===== config.mk =====
export PLATFORM = sky130hd
export DESIGN_NAME = alu_vec_sequencer
export DESIGN_NICKNAME = d
export VERILOG_FILES = /design/src/rtl/alu_vec_sequencer.sv
export SDC_FILE = /design/constraint.sdc
export NUM_CORES = 1
export LEC_CHECK = 0
export BUFFER_PORTS_ARGS = -buffer_cell sky130_fd_sc_hd__buf_2
export CORE_MARGIN = 2
export CORE_UTILIZATION = 60
export DETAILED_ROUTE_END_ITERATION = 10
export HOLD_SLACK_MARGIN = 0.12
export PLACE_DENSITY_LB_ADDON = 0.15
export SLEW_MARGIN = 20
export SYNTH_ARGS = -nofsm -noshare
export SYNTH_HDL_FRONTEND = slang
export SYNTH_SLANG_ARGS = --single-unit
export TNS_END_PERCENT = 100

===== constraint.sdc =====
create_clock -name clk -period 12.1 [get_ports clk]
set_input_delay 2.42 -clock clk [delete_from_list [all_inputs] [get_ports clk]]
set_output_delay 2.42 -clock clk [all_outputs]
set_load 0.01 [all_outputs]

===== src/rtl/alu_vec_sequencer.sv =====
// Loadable test-vector sequencer for the on-board ALU harness: applies each table entry,
// samples the combinational ALU after a settle time, and reports per-vector/final status on LEDs.
module alu_vec_sequencer #(
    parameter int NUM_VECS      = 8,
    parameter int IDX_W         = 3,
    parameter int SETTLE_CYCLES = 2,
    parameter int DWELL_CYCLES  = 50000000
) (
    input  logic             clk,
    input  logic             rst_n,
    input  logic             start,
    input  logic             vec_we,
    input  logic [IDX_W-1:0] vec_addr,
    input  logic [108:0]     vec_wdata,
    output logic [31:0]      operand_a,
    output logic [31:0]      operand_b,
    output logic [5:0]       alu_ctrl,
    input  logic [31:0]      alu_o,
    input  logic [2:0]       alu_nzc,
    output logic [3:0]       led,
    output logic             busy,
    output logic             done,
    output logic             pass,
    output logic [IDX_W-1:0] vec_idx
);

    localparam int SET_W = (SETTLE_CYCLES < 2) ? 1 : $clog2(SETTLE_CYCLES + 1);
    localparam int DWL_W = (DWELL_CYCLES < 2) ? 1 : $clog2(DWELL_CYCLES + 1);

    // The concatenated fields occupy the low 105 bits of the write word; the top 4 bits carry nothing.
    typedef struct packed {
        logic [31:0] a;
        logic [31:0] b;
        logic [5:0]  ctrl;
        logic [31:0] exp_o;
        logic [2:0]  exp_nzc;
    } vec_t;

    typedef enum logic [2:0] {
        S_IDLE,
        S_APPLY,
        S_CHECK,
        S_DWELL,
        S_DONE
    } state_e;

    vec_t table_mem [NUM_VECS];

    state_e           state_q, state_d;
    logic [31:0]      operand_a_q, operand_a_d;
    logic [31:0]      operand_b_q, operand_b_d;
    logic [5:0]       alu_ctrl_q, alu_ctrl_d;
    logic [31:0]      exp_o_q, exp_o_d;
    logic [2:0]       exp_nzc_q, exp_nzc_d;
    logic [3:0]       led_q, led_d;
    logic             busy_q, busy_d;
    logic             done_q, done_d;
    logic             pass_q, pass_d;
    logic [IDX_W-1:0] vec_idx_q, vec_idx_d;
    logic [2:0]       fail_cnt_q, fail_cnt_d;
    logic [SET_W-1:0] settle_cnt_q, settle_cnt_d;
    logic [DWL_W-1:0] dwell_cnt_q, dwell_cnt_d;

    vec_t             wr_ent;
    vec_t             load_ent;
    logic             load_en;
    logic             table_wr_en;
    logic [IDX_W-1:0] next_idx;
    logic             mismatch;
    logic [3:0]       unused_wdata_bits;

    assign wr_ent            = vec_t'(vec_wdata[104:0]);
    assign unused_wdata_bits = vec_wdata[108:105];
    assign table_wr_en       = vec_we && ((state_q == S_IDLE) || (state_q == S_DONE));
    assign next_idx          = vec_idx_q + IDX_W'(1);
    assign mismatch          = (alu_o != exp_o_q) || (alu_nzc != exp_nzc_q);

    // Vector table: not reset, written only while the sequencer is idle or done.
    always_ff @(posedge clk) begin
        if (table_wr_en) begin
            table_mem[vec_addr] <= wr_ent;
        end
    end

    always_comb begin
        state_d      = state_q;
        operand_a_d  = operand_a_q;
        operand_b_d  = operand_b_q;
        alu_ctrl_d   = alu_ctrl_q;
        exp_o_d      = exp_o_q;
        exp_nzc_d    = exp_nzc_q;
        led_d        = led_q;
        vec_idx_d    = vec_idx_q;
        fail_cnt_d   = fail_cnt_q;
        settle_cnt_d = settle_cnt_q;
        dwell_cnt_d  = dwell_cnt_q;
        load_en      = 1'b0;
        load_ent     = table_mem[0];

        case (state_q)
            S_IDLE, S_DONE: begin
                if (start) begin
                    vec_idx_d    = '0;
                    fail_cnt_d   = '0;
                    settle_cnt_d = '0;
                    load_en      = 1'b1;
                    // A write to entry 0 on the start edge must be visible to the run it launches.
                    load_ent     = (vec_we && (vec_addr == '0)) ? wr_ent : table_mem[0];
                    state_d      = S_APPLY;
                end
            end
            S_APPLY: begin
                settle_cnt_d = settle_cnt_q + SET_W'(1);
                if (settle_cnt_q == SET_W'(SETTLE_CYCLES - 1)) begin
                    state_d = S_CHECK;
                end
            end
            S_CHECK: begin
                if (mismatch && (fail_cnt_q != 3'd7)) begin
                    fail_cnt_d = fail_cnt_q + 3'd1;
                end
                led_d       = alu_o[3:0];
                dwell_cnt_d = '0;
                state_d     = S_DWELL;
            end
            S_DWELL: begin
                if (dwell_cnt_q == DWL_W'(DWELL_CYCLES - 1)) begin
                    if (vec_idx_q == IDX_W'(NUM_VECS - 1)) begin
                        state_d = S_DONE;
                    end else begin
                        vec_idx_d    = next_idx;
                        settle_cnt_d = '0;
                        load_en      = 1'b1;
                        load_ent     = table_mem[next_idx];
                        state_d      = S_APPLY;
                    end
                end else begin
                    dwell_cnt_d = dwell_cnt_q + DWL_W'(1);
                end
            end
            default: begin
                state_d = S_IDLE;
            end
        endcase

        if (load_en) begin
            operand_a_d = load_ent.a;
            operand_b_d = load_ent.b;
            alu_ctrl_d  = load_ent.ctrl;
            exp_o_d     = load_ent.exp_o;
            exp_nzc_d   = load_ent.exp_nzc;
        end

        // Status flags are derived from the next state so they are registered like every output.
        busy_d = (state_d == S_APPLY) || (state_d == S_CHECK) || (state_d == S_DWELL);
        done_d = (state_d == S_DONE);
        pass_d = (state_d == S_DONE) && (fail_cnt_d == 3'd0);
        if (state_d == S_DONE) begin
            led_d = {pass_d, fail_cnt_d};
        end
    end

    always_ff @(posedge clk or negedge rst_n) begin
        if (!rst_n) begin
            state_q      <= S_IDLE;
            operand_a_q  <= '0;
            operand_b_q  <= '0;
            alu_ctrl_q   <= '0;
            exp_o_q      <= '0;
            exp_nzc_q    <= '0;
            led_q        <= '0;
            busy_q       <= 1'b0;
            done_q       <= 1'b0;
            pass_q       <= 1'b0;
            vec_idx_q    <= '0;
            fail_cnt_q   <= '0;
            settle_cnt_q <= '0;
            dwell_cnt_q  <= '0;
        end else begin
            state_q      <= state_d;
            operand_a_q  <= operand_a_d;
            operand_b_q  <= operand_b_d;
            alu_ctrl_q   <= alu_ctrl_d;
            exp_o_q      <= exp_o_d;
            exp_nzc_q    <= exp_nzc_d;
            led_q        <= led_d;
            busy_q       <= busy_d;
            done_q       <= done_d;
            pass_q       <= pass_d;
            vec_idx_q    <= vec_idx_d;
            fail_cnt_q   <= fail_cnt_d;
            settle_cnt_q <= settle_cnt_d;
            dwell_cnt_q  <= dwell_cnt_d;
        end
    end

    assign operand_a = operand_a_q;
    assign operand_b = operand_b_q;
    assign alu_ctrl  = alu_ctrl_q;
    assign led       = led_q;
    assign busy      = busy_q;
    assign done      = done_q;
    assign pass      = pass_q;
    assign vec_idx   = vec_idx_q;

endmodule

==> results.yml, run 1 <==
floorplan:
  dieArea_sq_um: 67800
  initial_core_util_pct: 60.4
  num_io_pins: 231
  die_h_microns: 260
  die_x_microns: 260
  row_count: 94
  coreArea_sq_um: 65400
layout:
  nNetsFinal: 2499
  fillers: 4258
  area_growth_pct: 13.3
  fin_util_pct: 68.4
  fin_area_sq_um: 44700
  drive_above_1_share_pct: 30.6
logic_synthesis:
  synth.distinct_cells: 50
  ys_top_cells_by_area: "edfxtp_1 64%, mux4_2 12%, dfrtp_1 9.4%, mux2_2 3.0%, a221o_1 2.6%"
  synth_nets: 2267
  synthArstFlopShare_pct: 15.1
  syn_avg_cell_area_sq_um: 18.7
  synth_top_area_cell: "edfxtp_1"
  ys_warn_count: 0
  synthCells: 2110
  synth_edf_count: 840
  ys_seq_area_share_pct: 73.4
  ys.flop_type: "edfxtp_1"
  syn-cell-area_sq_um: 39500
  yosysTopAreaCellShare_pct: 63.9
  yosysMostFrequentCell: "edfxtp_1"
  ys_seq_elements: 989
  synth_commonest_cells: "840 x edfxtp_1, 234 x nand2_1, 210 x mux4_2"
route:
  wire_per_inst_microns: 28.0
  routed_wl_mm: 92.3
  drt_pass1_iterations: 7
  via_per_inst: 6.43
  drtIter0Drc: 1872
  vias: 21188
  drc_errors: 0
  ant_nets: 0
pwr:
  cellLeakagePower_nw: 15.1
  power.density_nw_per_um2: 199
  ir_worst_vdd_mv: 0.143
  finalPower_mw: 8.92
global_route:
  antenna_found_initial: 14
  grt_max_degree: 117
  overflow: 0
  grtUsageTotal_pct: 27.5
  grt_pass1_wl_mm: 137
  grt_pass1_vias: 21974
setup_path:
  crit_required_ps: 12370
  endpoint_kind: "flip-flop"
  path_class: "input pin to flip-flop"
  crit_path_start_kind: "input pin"
  cp_max_fo: 46
  crit_arrival_ps: 5390
sta:
  period_needed_ps: 5110
  slew_headroom_pct: 26.4
  rsz0062_at_grt: "no"
  min_period_over_period_pct: 42.3
  finalSetupViolations: 0
  finalHoldViolations: 0
  drv_slew: 0
  finalSetupTns_ps: 0
  skew_ps: 24.9
  worst_pin_slew_ps: 1100
  fmax_mhz: 196
min_path:
  min-delay-path-class: "flip-flop to flip-flop"
cts:
  clk_path_buf_depth: 3
  ctsResizeCount: 0
  cts_tree: "built"
  clock-sinks: 989
  numCtsBuffers: 96
  clk_pin_slew_ps: 60
  cts_hold_buf: 0
  post-cts-setup-buffer-count: 0
  cts_root_buf: "clkbuf_16"
  htreeDepth: 3
  worstSkewPairLatency_ps: 660
placement:
  globalplace.congestion: 0.864
  dp_hpwl_mm: 47.0
  io_buffer_count: 226
  post_dp_cell_area_sq_um: 41500
run:
  drv_cap: 0
run_status:
  status: "complete, no violations"
-- final timing paths --
check	from	end	slack (ps)	cells past startpoint
min in group asynchronous	rst_n	operand_a[8]$_DFFE_PN0P_	1740	1
worst max-delay path	vec_addr[1]	table_mem[5][35]$_DFFE_PP_	6990	5
worst max register to register	vec_idx[0]$_DFFE_PN0P_	operand_b[15]$_DFFE_PN0P_	7180	6
max in group asynchronous	rst_n	vec_idx[0]$_DFFE_PN0P_	8950	2
worst min register to register	settle_cnt_q[0]$_DFFE_PN0P_	settle_cnt_q[0]$_DFFE_PN0P_	510	1
worst min-delay path	settle_cnt_q[0]$_DFFE_PN0P_	settle_cnt_q[0]$_DFFE_PN0P_	510	1
-- kinds of logic (layout without fill, tap and decap cells) --
family                   count (synthesis)  count (layout)  share of synthesized area [%]
other                                    0               9                              0
buffers and inverters                  139             453                           1.58
multiplexers                           322             322                           15.2
flip-flops                             989             989                           73.4
adder cells (fa/ha/maj)                  6               6                          0.190
XOR/XNOR                                56              56                           1.24
AND/OR/NAND/NOR                        367             367                           4.10
AO/OA/AOI/OAI                          231             231                           4.36
-- layout by cell type, fill, tap and decap left out, drive strengths merged, types with 9 or more instances in the layout --
cell    count
bufinv     10
nand2     234
clkinv     30
nand3      17
diode       9
nor2       34
edfxtp    840
nand4      21
nor3       18
nor4       11
inv        16
clkbuf    135
a221o     104
buf       261
dfrtp     149
xnor2      54
mux4      210
a21oi     105
mux2      108
-- report_power, final --
part | switching [mW] | internal (mW) | total, mW
Clock | 1.26 | 1.77 | 3.03
Sequential | 0.211 | 3.91 | 4.12
Combinational | 0.836 | 0.933 | 1.77
Total | 2.30 | 6.61 | 8.92
-- registers in the layout (all words and copies together) (netlist names) --
name / flops
operand_a: 32
exp_o_q: 32
settle_cnt_q: 2
vec_idx: 3
alu_ctrl: 6
done: 1
table_mem: 840
state_q: 3
operand_b: 32
exp_nzc_q: 3
pass: 1
dwell_cnt_q: 26
busy: 1
led: 4
fail_cnt_q: 3
-- per-layer routing --
layer,global-route usage (%),routed length (microns),vias to the layer above
li1,-,-,9017
met1,38.8,37400,11173
met2,45.5,45900,843
met3,4.96,7340,137
met4,6.63,1560,18
met5,0,127,-
-- critical path, stage by stage --
cell and delay, ps:
buf_2 140, nand3b_1 380, nor2_4 930, buf_4 660
buf_4 770
-- stage by stage --
stage,setup slack (ps),hold WS [ps],cells
6_report,6990,505,3297
5_1_grt,6820,520,3288
4_1_cts,6980,506,3288
3_5_place_dp,6300,494,3108
3_3_place_gp,6300,471,3108
2_1_floorplan,1660,454,2110
-- area by class of cell --
cell class                 instances  area [sq um]  share of cell area, %
antenna                            9          22.5                 0.0503
clock buffer                     135          2690                   6.02
clock inverter                    45           518                   1.16
inverter                          12          45.0                  0.101
multi-input combinational        982         10000                   22.4
sequential                       989         29000                   64.7
tap                              864          1080                   2.42
timing repair buffer             261          1410                   3.16
(Power assumes the default switching activity.)
==> run 2, diff against run 1 <==
- CORE_UTILIZATION: 60 -> 55
- clock period: 12.1 -> 4.7 ns (I/O delays scaled with it)
==> run 2 against run 1 <==
Count of clock-buffer cells in the layout fell by 4. Critical path type is now flip-flop to flip-flop. Global-route usage down 1.7 points. Via count grew 0.70%. Non-clock buffer count up 14. Worst hold slack worse by 110 ps. Die area is 8.9% higher. First-iteration DRC count rose by 3.4%. Routed wire length grew 1.8%.
==> results.yml, run 2 (same netlist as run 1, synthesis figures left out) <==
pwr:
  ir_worst_vdd_mv: 0.297
  finalPower_mw: 23.2
  pwr-share-comb_pct: 20.4
  power.density_nw_per_um2: 513
  p_int_mw: 17.2
  clkPwrFrac_pct: 34.1
  p_sw_share_pct: 25.8
  cellLeakagePower_nw: 15.3
  seqPwrFrac_pct: 45.5
  switching_power_mw: 6.00
setup_path:
  rr_startpoint: "dwell_cnt_q[0]$_DFFE_PN0P_"
  crit_required_ps: 5220
  endpoint_kind: "flip-flop"
  cp_max_fo: 25
  path_class: "flip-flop to flip-flop"
  crit_path_start_kind: "flip-flop"
  crit_arrival_ps: 3570
  cp-startpoint: "dwell_cnt_q[0]$_DFFE_PN0P_"
layout:
  stdcell_count: 3403
  area_growth_pct: 14.8
  final_cell_mix: "840 x edfxtp_1, 233 x nand2_1, 225 x buf_2, 210 x mux4_2, 148 x dfrtp_1"
  nNetsFinal: 2517
  regMostFlops: "table_mem"
  drive_above_1_share_pct: 31.7
  final_common_cell: "edfxtp_1"
  fin_util_pct: 63.6
  largest_reg_flops: 840
  fillers: 4981
global_route:
  grt_max_degree: 108
  antenna_found_initial: 16
  gr-usage-met3_pct: 5.31
  grt_pass1_vias: 22136
  overflow: 0
  grt-busiest-layer: "met2"
  grt_pass1_wl_mm: 141
  gr-usage-met2_pct: 42.9
  use_met1_pct: 35.4
  grtUsageTotal_pct: 25.8
sta:
  min_period_over_period_pct: 64.9
  finalHoldViolations: 0
  holdWs_ps: 396
  skew_ps: 18.2
  finalSetupViolations: 0
  drv_slew: 0
  fmax_mhz: 328
  finalSetupTns_ps: 0
  rsz0062_at_grt: "no"
  worst_pin_slew_ps: 1000
  slew_headroom_pct: 33.0
  period_needed_ps: 3050
floorplan:
  initial_core_util_pct: 55.4
  row_count: 98
  die_h_microns: 272
  die_x_microns: 272
  num_io_pins: 231
  coreArea_sq_um: 71200
  dieArea_sq_um: 73900
placement:
  numPlacedInstances: 3208
  io_buffer_count: 226
  dp_hpwl_mm: 48.3
  globalplace.congestion: 0.908
cts:
  cts_hold_buf: 0
  clk_pin_slew_ps: 60
  cts_tree: "built"
  cts_root_buf: "clkbuf_16"
  ctsResizeCount: 0
  worstSkewPairLatency_ps: 650
  htreeDepth: 3
  numCtsBuffers: 100
  clk_path_buf_depth: 3
  post-cts-setup-buffer-count: 0
  clock-sinks: 989
run:
  drv_cap: 0
route:
  drt_pass1_iterations: 5
  drtIter0Drc: 1935
  via_per_inst: 6.27
  vias: 21337
  routed_wl_mm: 93.9
  drc_errors: 0
  ant_nets: 0
  wire_per_inst_microns: 27.6
run_status:
  status: "complete, no violations"
min_path:
  min-delay-path-class: "input pin to asynchronous set/reset pin"
## run 2: area by class of cell
class                   instances  area (sq um)  share of cell area (%)
diodes                          6          15.0                  0.0331
clock buffers                 131          2810                    6.21
multi-input cells             982         10000                    22.1
inverters                      12          45.0                  0.0994
clock inverters                58           518                    1.14
well taps                     950          1190                    2.62
repair buffers                275          1770                    3.90
flip-flops and latches        989         29000                    63.9
## run 2: per-stage QoR
stage | cell area, sq um | setup WS, ps
after global placement | 42000 | 1450
after detailed placement | 42000 | 1400
after CTS | 45300 | 1630
after global routing | 45300 | 1440
final | 45300 | 1650
after floorplan | 39500 | -1440
## run 2: power by group through the flow
stage / logic, mW / clock network (mW) / registers (mW)
2_1_floorplan: 3.17 / 0 / 10.7
3_3_place_gp: 4.69 / 0 / 10.7
3_5_place_dp: 4.78 / 0 / 10.7
4_1_cts: 4.80 / 8.06 / 10.6
5_1_grt: 5.11 / 8.41 / 10.6
6_report: 4.73 / 7.93 / 10.6
## run 2: path summary, 6_finish.rpt
check / end / slack (ps) / depth (start not counted)
max: dwell_cnt_q[25]$_DFFE_PN0P_ / 1650 / 7
min: dwell_cnt_q[12]$_DFFE_PN0P_ / 400 / 1
max reg2reg: dwell_cnt_q[25]$_DFFE_PN0P_ / 1650 / 7
min reg2reg: settle_cnt_q[0]$_DFFE_PN0P_ / 510 / 1
max in group asynchronous: exp_o_q[31]$_DFFE_PN0P_ / 3290 / 2
min in group clk: settle_cnt_q[0]$_DFFE_PN0P_ / 510 / 1
## run 2: critical path, cell delays in order (launching register included)
cell	delay, ps
dfrtp_1	420
ha_1	220
nand3_1	350
nor2_1	160
a41o_1	530
or4_1	680
nor3_1	220
mux2_1	340
## run 2: per-layer routing
metal / routed length (microns) / up-vias
met5: 152 / -
met4: 1710 / 24
met3: 7170 / 148
met2: 47300 / 825
met1: 37600 / 11296
li1: - / 9044
==> run 3, diff against run 2 <==
- CORE_UTILIZATION: 55 -> 60
- clock period: 4.7 -> 3.11 ns (I/O delays scaled with it)
==> run 3 against run 2 <==
Die area decreased by 8.2%. Core utilization increased by 6.7 points. Global-route usage increased by 2.5 points. Worst hold slack got worse by 150 ps. Count of clock-buffer cells in the layout decreased by 1. Via count increased by 1.2%. Cell count decreased by 1.4%. Final area increased by 1.5%. Highest routed layer unchanged. Routed wire length increased by 0.26%. First-iteration DRC count increased by 15%. Critical path depth decreased by 1.
==> results.yml, run 3 (same netlist as run 1, synthesis figures left out) <==
run_status:
  status: "complete, no violations"
setup_path:
  cp-startpoint: "dwell_cnt_q[7]$_DFFE_PN0P_"
  rrSetupSlack_ps: 340
  rr_startpoint: "dwell_cnt_q[7]$_DFFE_PN0P_"
  crit_path_start_kind: "flip-flop"
  crit_arrival_ps: 3280
  cp.depth: 6
  cp_max_fo: 52
  r2r_end: "operand_b[7]$_DFFE_PN0P_"
  path_class: "flip-flop to flip-flop"
  critPathBufInv: 1
  path_cells: "or4b_1 -> nor3_2 -> nand3_1 -> o31a_2 -> buf_12 -> a221o_1"
  slowest_delay_ps: 550
  crit_path_end: "operand_b[7]$_DFFE_PN0P_"
  slowest_stage: "or4b_1"
  crit_required_ps: 3630
  r2r_cells: 6
  critPathTopFamily: "simple AND/OR/NAND/NOR gates"
  endpoint_kind: "flip-flop"
route:
  ant_nets: 0
  vias: 21600
  via_per_inst: 6.44
  drc_errors: 0
  drtIter0Drc: 2225
  routed_wl_mm: 94.2
  drt_pass1_iterations: 5
  wire_per_inst_microns: 28.1
layout:
  nNetsFinal: 2554
  final_common_cell: "edfxtp_1"
  regMostFlops: "table_mem"
  drive_above_1_share_pct: 32.6
  fin_area_sq_um: 46000
  largest_reg_flops: 840
  final_cell_mix: "840 x edfxtp_1, 233 x nand2_1, 225 x buf_2, 210 x mux4_2, 148 x dfrtp_1"
  area_growth_pct: 16.6
  stdcell_count: 3354
sta:
  min_period_over_period_pct: 88.9
  finalSetupViolations: 0
  skew_ps: 21.4
  finalHoldViolations: 0
  slew_headroom_pct: 38.0
  fmax_mhz: 361
  period_needed_ps: 2770
  rsz0062_at_grt: "no"
  drv_slew: 0
  worst_pin_slew_ps: 931
cts:
  htreeDepth: 3
  post-cts-setup-buffer-count: 0
  clk_pin_slew_ps: 60
  worstSkewPairLatency_ps: 650
  clk_path_buf_depth: 3
  numCtsBuffers: 99
  cts_root_buf: "clkbuf_16"
  clock-sinks: 989
  cts_tree: "built"
placement:
  dp_hpwl_mm: 52.1
  post_dp_cell_area_sq_um: 42500
  numPlacedInstances: 3159
  globalplace.congestion: 0.831
  io_buffer_count: 226
global_route:
  antenna_found_initial: 16
  grtUsageTotal_pct: 28.3
  grt_pass1_vias: 22362
  overflow: 0
  grt_max_degree: 117
  grt_pass1_wl_mm: 140
pwr:
  clkPwrFrac_pct: 35.0
  power.density_nw_per_um2: 775
  ir_worst_vdd_mv: 0.593
  cellLeakagePower_nw: 15.6
  p_int_mw: 26.5
  pwr-share-comb_pct: 20.2
  p_sw_share_pct: 25.5
  seqPwrFrac_pct: 44.8
  switching_power_mw: 9.10
run:
  drv_cap: 0
floorplan:
  initial_core_util_pct: 60.4
  row_count: 94
  coreArea_sq_um: 65400
  dieArea_sq_um: 67800
  num_io_pins: 231
  die_h_microns: 260
  die_x_microns: 260
min_path:
  min-delay-path-class: "input pin to flip-flop"
run 3: metrics by stage:
stage | hold WS [ps] | total power [mW] | TNS (ps) | setup WS, ps | utilization (%)
floorplan | 326 | 20.9 | -482270 | -1020 | -
global placement | 471 | 23.3 | 0 | 113 | 65.0
detailed placement | 486 | 23.5 | 0 | 155 | 65.0
CTS | 215 | 35.9 | 0 | 361 | 70.3
global route | 245 | 36.9 | 0 | 265 | 70.3
finish | 249 | 35.6 | 0 | 344 | 70.4
run 3: repair_timing:
| action | 4_1_cts | 5_1_grt |
|---|---|---|
| resized for setup | 0 | 0 |
| hold buffers | 1 | 0 |
| endpoints found under the hold margin | 53 | 0 |
run 3: metal layers:
layer | up-vias | track usage (%) | part of all wire, %
met5 | - | 0 | 0.13
met4 | 20 | 7.71 | 2.0
met3 | 164 | 5.36 | 7.9
met2 | 997 | 47.3 | 51
met1 | 11299 | 38.7 | 39
li1 | 9120 | - | -
run 3: cell type report:
class | instances | area, sq um
well taps | 864 | 1080
diodes | 8 | 20.0
flip-flops and latches | 989 | 29000
multi-input cells | 982 | 10000
clock buffers | 130 | 2770
inverters | 12 | 45.0
repair buffers | 313 | 2410
fillers | 4049 | 19400
clock inverters | 56 | 702
run 3: power by group through the flow:
| stage | Combinational, mW | Clock [mW] | Sequential, mW |
|---|---|---|---|
| 2_1_floorplan | 4.79 | 0 | 16.2 |
| 3_3_place_gp | 7.10 | 0 | 16.2 |
| 3_5_place_dp | 7.25 | 0 | 16.2 |
| 4_1_cts | 7.29 | 12.7 | 16.0 |
| 5_1_grt | 7.74 | 13.2 | 16.0 |
| 6_report | 7.20 | 12.5 | 16.0 |
run 3: worst min path at each step:
stage	from	end	slack (ps)	cells past startpoint
final	vec_wdata[98]	table_mem[6][98]$_DFFE_PP_	250	1
after global routing	vec_wdata[24]	table_mem[4][24]$_DFFE_PP_	250	1
after CTS	vec_wdata[39]	table_mem[4][39]$_DFFE_PP_	220	1
after detailed placement	settle_cnt_q[0]$_DFFE_PN0P_	settle_cnt_q[0]$_DFFE_PN0P_	490	1
after global placement	settle_cnt_q[0]$_DFFE_PN0P_	settle_cnt_q[0]$_DFFE_PN0P_	470	1
after floorplan	rst_n	alu_ctrl[0]$_DFFE_PN0P_	330	0
run 3: worst reg2reg max path, stage by stage (launching register included):
cell	delay (ps)
dfrtp_1	420
or4b_1	550
nor3_2	310
nand3_1	250
o31a_2	400
buf_12	230
a221o_1	470
